--- config.mk ---
export PLATFORM = sky130hd
export DESIGN_NAME = imm_rot_encoder
export DESIGN_NICKNAME = d
export VERILOG_FILES = /design/src/rtl/imm_rot_pkg.sv /design/src/rtl/imm_rot_check.sv /design/src/rtl/imm_rot_encoder.sv
export SDC_FILE = /design/constraint.sdc
export NUM_CORES = 1
export LEC_CHECK = 0
export BUFFER_PORTS_ARGS = -buffer_cell sky130_fd_sc_hd__buf_2
export CORE_UTILIZATION = 45
export DETAILED_ROUTE_END_ITERATION = 10
export GPL_TIMING_DRIVEN = 0
export PLACE_DENSITY = 0.63
export REMOVE_ABC_BUFFERS = 1
export SYNTH_ARGS = -nofsm -noshare
export SYNTH_HDL_FRONTEND = slang
export SYNTH_SLANG_ARGS = --single-unit
--- constraint.sdc ---
create_clock -name clk -period 6.52 [get_ports clk]
set_input_delay 0.326 -clock clk [delete_from_list [all_inputs] [get_ports clk]]
set_output_delay 0.326 -clock clk [all_outputs]
set_load 0.01 [all_outputs]
--- src/rtl/imm_rot_pkg.sv ---
// imm_rot_pkg: shared types and defaults for the rotated-immediate encoder.
package imm_rot_pkg;
  localparam int IMM_W = 8;
  localparam int ROT_STEPS = 16;
  localparam int ROT_W = $clog2(ROT_STEPS);
  typedef enum logic [1:0] {IDLE, SEARCH, DONE} state_e;
  typedef struct packed {
    logic             found;
    logic             inv;
    logic [IMM_W-1:0] imm;
    logic [ROT_W-1:0] rot;
  } result_t;
endpackage

--- src/rtl/imm_rot_check.sv ---
// imm_rot_check: tests one rotation; passes when ROL(value, 2*r) fits in IMM_W bits.
module imm_rot_check #(
  parameter int IMM_W = 8,
  parameter int ROT_W = 4
) (
  input  logic [31:0]      value,
  input  logic [ROT_W-1:0] r,
  output logic             pass,
  output logic [IMM_W-1:0] imm
);
  logic [4:0]  sh;
  logic [31:0] cand;
  always_comb begin
    sh = 5'({r, 1'b0});
    cand = (value << sh) | (value >> (6'd32 - {1'b0, sh}));
    pass = cand[31:IMM_W] == '0;
    imm = cand[IMM_W-1:0];
  end
endmodule

--- src/rtl/imm_rot_encoder.sv ---
// imm_rot_encoder: multi-cycle search for an ARM imm8/rot4 encoding of a 32-bit constant.
// IMM_ROT_INVERT_EN additionally searches the complement and flags it on out_inv.
module imm_rot_encoder #(
  parameter int ROT_STEPS = imm_rot_pkg::ROT_STEPS,
  parameter int IMM_W = imm_rot_pkg::IMM_W,
  localparam int ROT_W = $clog2(ROT_STEPS)
) (
  input  logic             clk,
  input  logic             reset,
  input  logic             in_valid,
  output logic             in_ready,
  input  logic [31:0]      in_value,
  output logic             out_valid,
  input  logic             out_ready,
  output logic             out_found,
  output logic [IMM_W-1:0] out_imm,
  output logic [ROT_W-1:0] out_rot,
  output logic             out_inv
);
  import imm_rot_pkg::*;
  state_e           state_q, state_d;
  logic [31:0]      val_q, val_d;
  logic [ROT_W-1:0] r_q, r_d, rot_q, rot_d;
  logic [IMM_W-1:0] imm_q, imm_d, imm_dir, imm_inv;
  logic             found_q, found_d, inv_q, inv_d, pass_dir, pass_inv;

  imm_rot_check #(.IMM_W(IMM_W), .ROT_W(ROT_W)) u_dir (
    .value(val_q), .r(r_q), .pass(pass_dir), .imm(imm_dir)
  );
`ifdef IMM_ROT_INVERT_EN
  imm_rot_check #(.IMM_W(IMM_W), .ROT_W(ROT_W)) u_inv (
    .value(~val_q), .r(r_q), .pass(pass_inv), .imm(imm_inv)
  );
`else
  assign pass_inv = 1'b0;
  assign imm_inv = '0;
`endif

  assign in_ready = state_q == IDLE;
  assign out_valid = state_q == DONE;
  assign out_found = found_q;
  assign out_imm = imm_q;
  assign out_rot = rot_q;
  assign out_inv = inv_q;

  always_comb begin
    state_d = state_q;
    val_d = val_q;
    r_d = r_q;
    found_d = found_q;
    inv_d = inv_q;
    imm_d = imm_q;
    rot_d = rot_q;
    case (state_q)
      IDLE: if (in_valid) begin
        val_d = in_value;
        r_d = '0;
        state_d = SEARCH;
      end
      SEARCH: begin
        // direct match wins over inverted at the same rotation
        if (pass_dir || pass_inv || r_q == ROT_W'(ROT_STEPS - 1)) begin
          found_d = pass_dir || pass_inv;
          inv_d = !pass_dir && pass_inv;
          imm_d = pass_dir ? imm_dir : pass_inv ? imm_inv : '0;
          rot_d = (pass_dir || pass_inv) ? r_q : '0;
          state_d = DONE;
        end else r_d = r_q + 1'b1;
      end
      DONE: if (out_ready) state_d = IDLE;
      default: state_d = IDLE;
    endcase
  end

  always_ff @(posedge clk or negedge reset) begin
    if (!reset) begin
      state_q <= IDLE;
      val_q <= '0;
      r_q <= '0;
      found_q <= 1'b0;
      inv_q <= 1'b0;
      imm_q <= '0;
      rot_q <= '0;
    end else begin
      state_q <= state_d;
      val_q <= val_d;
      r_q <= r_d;
      found_q <= found_d;
      inv_q <= inv_d;
      imm_q <= imm_d;
      rot_q <= rot_d;
    end
  end
endmodule

==> After elaboration in Yosys (flattened, before gate mapping) <==
Index checks and enable logic that the tools add are counted.
{ "word_totals": {"out_inout_bits": 16, "wordCells": 35, "in_bits": 36, "register_bits": 51} }
{ "classes": {"n_reduce_logical": 8, "n_eq_ne": 7, "n_mux": 9, "n_shift": 2, "n_bitwise": 1, "add_sub_neg": 2} }
{ "ops": {"columns": ["op", "n"], "rows": [
  ["$or 32x32->32", 1],
  ["$shl 32x5->32", 1],
  ["$shr 32x6->32", 1],
  ["$logic_not 24->1", 1],
  ["$mux 4", 3],
  ["$mux 8", 1],
  ["$pmux 4 s2", 1],
  ["$mux 2", 3],
  ["$ne 2x2->1 const B", 3],
  ["$pmux 2 s3", 1],
  ["$reduce_and 3->1", 2],
  ["$sub 6x5->6 const A", 1],
  ["$add 4x1->4 const B", 1],
  ["$eq 4x4->1 const B", 1],
  ["$reduce_and 2->1", 2],
  ["$eq 2x1->1 const B", 1],
  ["$eq 2x2->1 const B", 1],
  ["$logic_not 2->1", 1],
  ["$ne 2x1->1 const B", 1],
  ["$reduce_bool 2->1", 1],
  ["$logic_or 1x1->1", 1]
]} }

==> Logic depth before layout (Yosys ltp) <==
Gate-level depths: netlist of the first run.
{ "depth": {"word_depth": 7, "ltp_mapped": 17, "mapped_depth_nobuf": 10} }

==> Hierarchy <==
From an unflattened synthesis of the first run, not the netlist that was laid out.
{ "hier_totals": {"cells_unflattened": 362, "hier_area_um2": 3567.2} }
{ "by_module_without_submodules": {"columns": ["mod", "instances", "seq_area_each_um2", "cells_per_inst", "area_each_um2"], "rows": [
  ["imm_rot_encoder", 1, 1276.2, 132, 1990.7],
  ["imm_rot_check", 1, 0.0, 230, 1576.5]
]} }

==> Worst setup path before layout of the first run <==
No wires, ideal clock.
{ "synth_timing": {"kind": "register to register", "startpoint": "reg r_q[0]", "endpoint": "reg rot_q[1] (netlist: out_rot[1])", "arrival_time_ps": 3524, "period_less_slack_ps": 3645, "t_required_ps": 6399, "setup_ps": 121, "stages_incl_launch_ff": 17, "setup_slack_ps": 2875, "path_buffers": 6, "cell_sequence": "dfrtp_1 -> buf_6 -> inv_2 -> buf_2 -> clkbuf_1 -> ha_1 -> buf_6 -> buf_6 -> nor3_1 -> a21oi_1 -> a2111oi_0 -> a31oi_1 -> or3_1 -> a211o_1 -> a21o_1 -> buf_6 -> a22o_1"} }
{ "synth_between": {"elab_chain_len": 6, "word_cells_on_any_way": 9, "classes_between": "1 x add/sub; 1 x eq/ne; 2 x shift; 1 x mux; 1 x bitwise; 3 x reduce/logical"} }
{ "synth_rtl": {"columns": ["element", "line", "rtl"], "rows": [
  ["start, declared", "imm_rot_encoder.sv:23", "logic [ROT_W-1:0] r_q, r_d, rot_q, rot_d;"],
  ["start signal, assigned", "imm_rot_encoder.sv:87", "r_q <= r_d;"],
  ["$sub 6x5->6", "imm_rot_check.sv:15", "cand = (value << sh) | (value >> (6'd32 - {1'b0, sh}));"],
  ["$shr 32x6->32", "imm_rot_check.sv:15", null],
  ["$or 32x32->32", "imm_rot_check.sv:15", null],
  ["$logic_not 24->1", "imm_rot_check.sv:16", "pass = cand[31:IMM_W] == '0;"],
  ["$logic_or 1x1->1", "imm_rot_encoder.sv:62", "if (pass_dir || pass_inv || r_q == ROT_W'(ROT_STEPS - 1)) begin"],
  ["$reduce_and 2->1 (no source line)", null, null],
  ["end signal, assigned", "imm_rot_encoder.sv:91", "rot_q <= rot_d;"],
  ["end, declared", "imm_rot_encoder.sv:23", null]
]} }
Parallel ways exist; a longest one is shown, timed or not.
A chain may end at the register's enable or synchronous reset.

==> Final worst setup path of the first run <==
{ "layout_timing": {"startpoint": "reg r_q[1]", "endpoint": "reg imm_q[5] (netlist: out_imm[5])"} }
{ "layout_between": {"elab_chain_len": 6, "word_cells_on_any_way": 9, "classes_between": "1 x add/sub; 1 x eq/ne; 2 x shift; 1 x mux; 1 x bitwise; 3 x reduce/logical"} }
{ "layout_rtl": {"columns": ["element", "line", "rtl"], "rows": [
  ["$sub 6x5->6", "imm_rot_check.sv:15", null],
  ["$shr 32x6->32", "imm_rot_check.sv:15", null],
  ["$or 32x32->32", "imm_rot_check.sv:15", null],
  ["$logic_not 24->1", "imm_rot_check.sv:16", null],
  ["$logic_or 1x1->1", "imm_rot_encoder.sv:62", null],
  ["$reduce_and 2->1 (no source line)", null, null],
  ["end signal, assigned", "imm_rot_encoder.sv:90", "imm_q <= imm_d;"],
  ["end, declared", "imm_rot_encoder.sv:24", "logic [IMM_W-1:0] imm_q, imm_d, imm_dir, imm_inv;"]
]} }
Parallel ways exist; a longest one is shown, timed or not.

==> results.ini, run 1 <==
[logic_synthesis]
yosysSeqAreaShare = 0.315
ys_types = 66
synth-edff-count = 0
yosysWarnings = 0
synth_seq_cells = 51
syn_avg_cell_area_um2 = 8.39
synth_top_area_frac = 0.315
syn-cell-area_um2 = 4050
yosys.area.top_type = dfrtp_1
synth_cells = 482
async_flop_share = 1.00
synthTopCellsByArea = dfrtp_1 (32%), nand2_1 (10%), mux4_2 (7.8%)
synth_ff_type = dfrtp_1

[power_and_ir_drop]
p_int_w = 0.00147
pwr-share-seq = 0.272
p_sw_frac = 0.494
power_frac_clock = 0.092
combPwrFrac = 0.637
power.density_nw_per_um2 = 658
p_leak_nw = 1.97
net-switching-power_w = 0.00143
peakVddDrop_mv = 0.229

[placement]
pre_cts_ws_ns = 1.66
portBuffers = 50
place_area_um2 = 4260
dp.cells = 596
dp_hpwl_um = 6990
gp_congestion = 0.954

[cts]
numClockSinks = 51
cts_resized = 0
insertion_delay_ns = 0.31
clock_path_buffers = 2
numCtsBuffers = 5
cts_root_buf = clkbuf_8
cts_tree = done
hold_buffers = 0
post_cts_buffers = 0
clk_pin_slew_ns = 0.10
cts-htree-levels = 2

[die]
die_w_um = 96.8
num_rows = 34
io_pins = 52
die_y_um = 96.8
dieArea_um2 = 9380
core-area_um2 = 8720
initial_core_util = 0.464

[sta]
relSlewSlack = 0.217
holdWs_ns = 0.183
drv_slew = 0
skew_ns = 0.00919
setup_viol = 0
clock.fmax_ghz = 0.204
fin_setup_tns_ns = 0
rsz0062_at_grt = false
min_period_over_period = 0.752
final-hold-violation-count = 0
tightest_slew_ns = 1.17
setup_ws_ns = 1.62
period_needed_ns = 4.90

[layout]
nets = 534
syn2layout_area_growth_pct = 8.87
drive_above_1_share = 0.187
antennaDiodeCount = 0
layout.cells.non_filler = 605
final_area_um2 = 4410

[hold_path]
hold_path_depth = 2
worstHoldStart = out_ready
hold_path.class = input port to flop
holdPathEnd = state_q[1]$_DFFE_PN0P_

[route]
drt-pass1-iter-count = 5
vias_per_cell = 6.04
ant_nets = 0
drt_iter0_markers = 277
wl_per_cell_um = 17.0
wl_um = 10300
vias = 3657
drc_errors = 0

[outcome]
status = finished clean

[worst_setup_path]
crit_family = compound AO/OA/AOI/OAI gates
rr_endpoint = out_imm[5]$_DFFE_PN0P_
regToRegStartpoint = r_q[1]$_DFFE_PN0P_
path_cells = inv_1 -> ha_2 -> buf_16 -> mux2i_1 -> nand2_1 -> a2111oi_0 -> a22oi_1 -> o221a_1 -> a211o_1 -> a21o_1 -> a22o_1
cp.arrival_ns = 5.11
cpPeakStageDelay_ns = 1.13
rr_worst_depth = 11
cp_max_fo = 32
required_ns = 6.72
rrSetupSlack_ns = 1.62
start_kind = flop
crit_slowest_cell = dfrtp_1
critPathKind = flop to flop
critPathCaptureType = flop
worst-path-buf-inv = 2

[global_routing]
grt_use_met1 = 0.351
grt-busiest-layer = met1
grt_pass1_vias = 3433
grt_max_degree = 52
grt_use_met3 = 0.0282
overflow = 0
track_usage = 0.229
grtUsageMet2 = 0.348
antenna_found_initial = 0
grt_pass1_wl_um = 17800

[run]
drv_cap = 0

synth_stat cells (3+ instances only):
cell type / instances
o31ai_1: 3
buf_6: 5
clkbuf_1: 25
o21ai_0: 15
buf_4: 3
nor3b_1: 4
or2_1: 3
o21ai_1: 3
a2111oi_0: 4
nor2b_1: 7
inv_1: 9
mux2_2: 3
buf_1: 3
nand3_1: 8
nand2b_1: 7
nor3_1: 22
or4_1: 4
dfrtp_1: 51
a21oi_1: 18
a31oi_1: 7
a22o_1: 5
nor2_1: 29
o2bb2ai_2: 6
mux2i_1: 31
a22oi_1: 4
a211oi_1: 6
nor4_1: 9
o22ai_1: 5
a221oi_1: 6
buf_2: 10
nand2_1: 109
or2_0: 3
mux4_2: 14
cells in the final DEF, fill, tap and decap left out, types with 3 or more instances in the layout:
| cell type | netlist | layout |
|---|---|---|
| a2111oi_0 | 4 | 4 |
| a211oi_1 | 6 | 6 |
| a21oi_1 | 18 | 18 |
| a221oi_1 | 6 | 6 |
| a22o_1 | 5 | 5 |
| a22oi_1 | 4 | 4 |
| a31oi_1 | 7 | 7 |
| buf_2 | 10 | 50 |
| clkbuf_8 | 0 | 5 |
| dfrtp_1 | 51 | 50 |
| inv_1 | 9 | 9 |
| mux2_2 | 3 | 3 |
| mux2i_1 | 31 | 31 |
| mux4_2 | 14 | 14 |
| nand2_1 | 109 | 109 |
| nand2b_1 | 7 | 7 |
| nand3_1 | 8 | 8 |
| nor2_1 | 29 | 29 |
| nor2b_1 | 7 | 7 |
| nor3_1 | 22 | 22 |
| nor3b_1 | 4 | 4 |
| nor4_1 | 9 | 9 |
| o21ai_0 | 15 | 15 |
| o21ai_1 | 3 | 3 |
| o22ai_1 | 5 | 5 |
| o2bb2ai_2 | 6 | 6 |
| o31ai_1 | 3 | 3 |
| or2_0 | 3 | 3 |
| or2_1 | 3 | 3 |
| or4_1 | 4 | 4 |
how the worst max path moves through the flow:
stage,from,to,slack [ns],cells past startpoint
6_report,r_q[1]$_DFFE_PN0P_,out_imm[5]$_DFFE_PN0P_,1.62,11
5_1_grt,r_q[0]$_DFFE_PN0P_,out_imm[5]$_DFFE_PN0P_,1.26,11
4_1_cts,r_q[0]$_DFFE_PN0P_,out_imm[5]$_DFFE_PN0P_,1.63,12
3_5_place_dp,r_q[0]$_DFFE_PN0P_,out_imm[5]$_DFFE_PN0P_,1.66,11
3_3_place_gp,r_q[0]$_DFFE_PN0P_,out_imm[5]$_DFFE_PN0P_,-1.01,10
2_1_floorplan,r_q[0]$_DFFE_PN0P_,out_imm[5]$_DFFE_PN0P_,0.63,10
layout make-up:
class | instances | area, um2
fill | 852 | 4320
multi-input combinational | 375 | 2500
tap | 108 | 135
clock buffer | 5 | 68.8
clock inverter | 3 | 67.6
inverter | 10 | 37.5
sequential | 51 | 1280
timing repair buffer | 53 | 317
worst register-to-register path, delay by kind of cell, from the launching register on:
family	cells	cell delay, ns
AO/OA/AOI/OAI	6	1.89
multiplexers	1	0.26
AND/OR/NAND/NOR	1	0.12
flip-flops	1	1.13
buffers and inverters	2	0.54
adder cells (fa/ha/maj)	1	0.86
layer usage:
layer / up-vias / wire [um]
met5: - / 0
met4: 0 / 155
met3: 15 / 537
met2: 126 / 4630
met1: 1740 / 4960
li1: 1776 / -
stage by stage:
step                power, W   util
finish               0.00290  0.505
global placement     0.00254  0.481
CTS                  0.00288  0.504
detailed placement   0.00260  0.488
global route         0.00316  0.505
floorplan            0.00208      -
state kept, by name, indices dropped and copies added (netlist names):
register and cells:
out_found 1, out_imm 8, out_rot 4, r_q 4, state_q 2, val_q 32
logic make-up (layout without fill, tap and decap cells):
logic type                 Yosys count  count (layout)  synth area share
AOI/OAI and AO/OA                  106             106             0.196
DFF                                 51              51             0.315
other                                1               1          0.000927
muxes                               49              49             0.166
and+or+nand+nor                    215             215             0.242
xor gates and xnor gates             2               2           0.00619
adders and majority gates            2               2           0.00618
buffers and inverters               56              71            0.0671
power groups by stage:
stage / registers, W / logic (W) / clock network [W]
2_1_floorplan: 0.000704 / 0.00138 / 0
3_3_place_gp: 0.000805 / 0.00174 / 0
3_5_place_dp: 0.000787 / 0.00181 / 0
4_1_cts: 0.000781 / 0.00182 / 0.000272
5_1_grt: 0.000826 / 0.00205 / 0.000283
6_report: 0.000788 / 0.00185 / 0.000266
Note: power is estimated with default switching activity, not from simulation.
==> run 2: changes to the inputs <==
Clock period 6.52 ns to 5.07 ns, I/O delays scaled along.
==> run 2 against run 1 <==
Against the previous run:
- die area stayed put
- utilization is essentially flat
- total power up 29%
- routed wire length up 0.24%
- design area about the same
- sequential power is 29% higher
- flip-flop and latch count did not move
- clock-buffer cell count unchanged
- non-clock buffer count unchanged
- register-to-register slack got worse by 1.3 ns
- clock skew hardly changed
==> results.ini, run 2 (synthesis gave the netlist of run 1 again) <==
[global_routing]
overflow = 0
track_usage = 0.229
grt_max_degree = 52
grt_pass1_wl_um = 17800
grt_pass1_vias = 3433
antenna_found_initial = 0

[sta]
fin_setup_tns_ns = 0
clock.fmax_ghz = 0.212
min_period_over_period = 0.930
setup_ws_ns = 0.356
drv_slew = 0
period_needed_ns = 4.71
tightest_slew_ns = 1.13
setup_viol = 0
rsz0062_at_grt = false
relSlewSlack = 0.250
skew_ns = 0.00876
final-hold-violation-count = 0

[placement]
portBuffers = 50
dp_hpwl_um = 6990
pre_cts_ws_ns = 0.206
gp_congestion = 0.954
place_area_um2 = 4260

[die]
die_y_um = 96.8
die_w_um = 96.8
core-area_um2 = 8720
io_pins = 52
initial_core_util = 0.464
num_rows = 34
dieArea_um2 = 9380

[worst_setup_path]
critPathCaptureType = flop
critPathKind = flop to flop
path_cells = buf_16 -> inv_2 -> ha_2 -> inv_1 -> o21ai_0 -> a221oi_1 -> o31a_1 -> or3_1 -> a211o_1 -> a21o_1 -> a22o_1
crit_slowest_cell = ha_2
start_kind = flop
cp.arrival_ns = 4.92
required_ns = 5.27
cpPeakStageDelay_ns = 0.84
cp_max_fo = 47

[cts]
cts_tree = done
insertion_delay_ns = 0.31
clock_path_buffers = 2
cts-htree-levels = 2
clk_pin_slew_ns = 0.10
cts_root_buf = clkbuf_8
hold_buffers = 0
post_cts_buffers = 0
numCtsBuffers = 5
cts_resized = 0
numClockSinks = 51

[route]
drt-pass1-iter-count = 5
vias = 3675
wl_um = 10300
drt_iter0_markers = 268
ant_nets = 0
vias_per_cell = 6.07
wl_per_cell_um = 17.0
drc_errors = 0

[power_and_ir_drop]
power.density_nw_per_um2 = 847
totalPowerFinal_w = 0.00374
p_leak_nw = 1.97
peakVddDrop_mv = 0.297

[layout]
final_cell_mix = nand2_1 (109), buf_2 (50), dfrtp_1 (49)
drive_above_1_share = 0.189
final_common_cell = nand2_1
antennaDiodeCount = 0
fillers = 850
syn2layout_area_growth_pct = 8.97
largest_register_ffs = 32
largest-register = val_q
final_area_um2 = 4410
nets = 534

[run]
drv_cap = 0

[hold_path]
hold_path.class = input port to flop

[outcome]
status = finished clean

==> run 2: cell counts in the layout (fill, tap and decap cells not counted) <==
No cell type changed its count.
==> run 2: final timing paths <==
check	end	slack, ns	from	cells after the start
max	out_imm[5]$_DFFE_PN0P_	0.36	r_q[0]$_DFFE_PN0P_	11
min	state_q[1]$_DFFE_PN0P_	0.11	out_ready	2
max reg2reg	out_imm[5]$_DFFE_PN0P_	0.36	r_q[0]$_DFFE_PN0P_	11
min reg2reg	out_imm[2]$_DFFE_PN0P_	0.49	out_imm[2]$_DFFE_PN0P_	1
max in group asynchronous	r_q[0]$_DFFE_PN0P_	4.10	reset	1
min in group asynchronous	val_q[28]$_DFFE_PN0P_	0.16	reset	1
==> run 2: where the power goes <==
part           switching, W  internal (W)  leakage [nW]
sequential         0.000438      0.000579         0.648
clock              0.000143      0.000197        0.0644
combinational       0.00127       0.00111          1.26
total               0.00185       0.00189          1.97
==> run 2: area by class of cell <==
| cell class | instances | area, um2 | share of cell area |
|---|---|---|---|
| Multi-Input combinational cell | 375 | 2500 | 0.568 |
| Clock inverter | 3 | 67.6 | 0.0153 |
| Tap cell | 108 | 135 | 0.0306 |
| Sequential cell | 51 | 1280 | 0.291 |
| Timing Repair Buffer | 53 | 317 | 0.0718 |
| Inverter | 10 | 37.5 | 0.00851 |
| Clock buffer | 5 | 68.8 | 0.0156 |
==> run 2: per-layer routing <==
metal,global-route usage,part of all wire
met3,0.0282,0.045
met1,0.351,0.49
met2,0.348,0.45
met5,0,0
met4,0.0448,0.012
==> run 2: worst max-delay path: cells and delay by family, from the launching register on <==
family | cells | cell delay, ns
buffers and inverters | 3 | 0.75
adders and majority gates | 1 | 0.84
AOI/OAI and AO/OA | 6 | 1.80
and+or+nand+nor | 1 | 0.41
DFF | 1 | 0.78
==> run 2: per-stage QoR <==
| step | std cells | utilization | hold WS [ns] |
|---|---|---|---|
| final | 605 | 0.506 | 0.114 |
| after global routing | 605 | 0.506 | 0.107 |
| after CTS | 604 | 0.504 | 0.109 |
| after detailed placement | 596 | 0.488 | 0.445 |
| after global placement | 594 | 0.481 | 0.437 |
| after floorplan | 436 | - | -0.0421 |
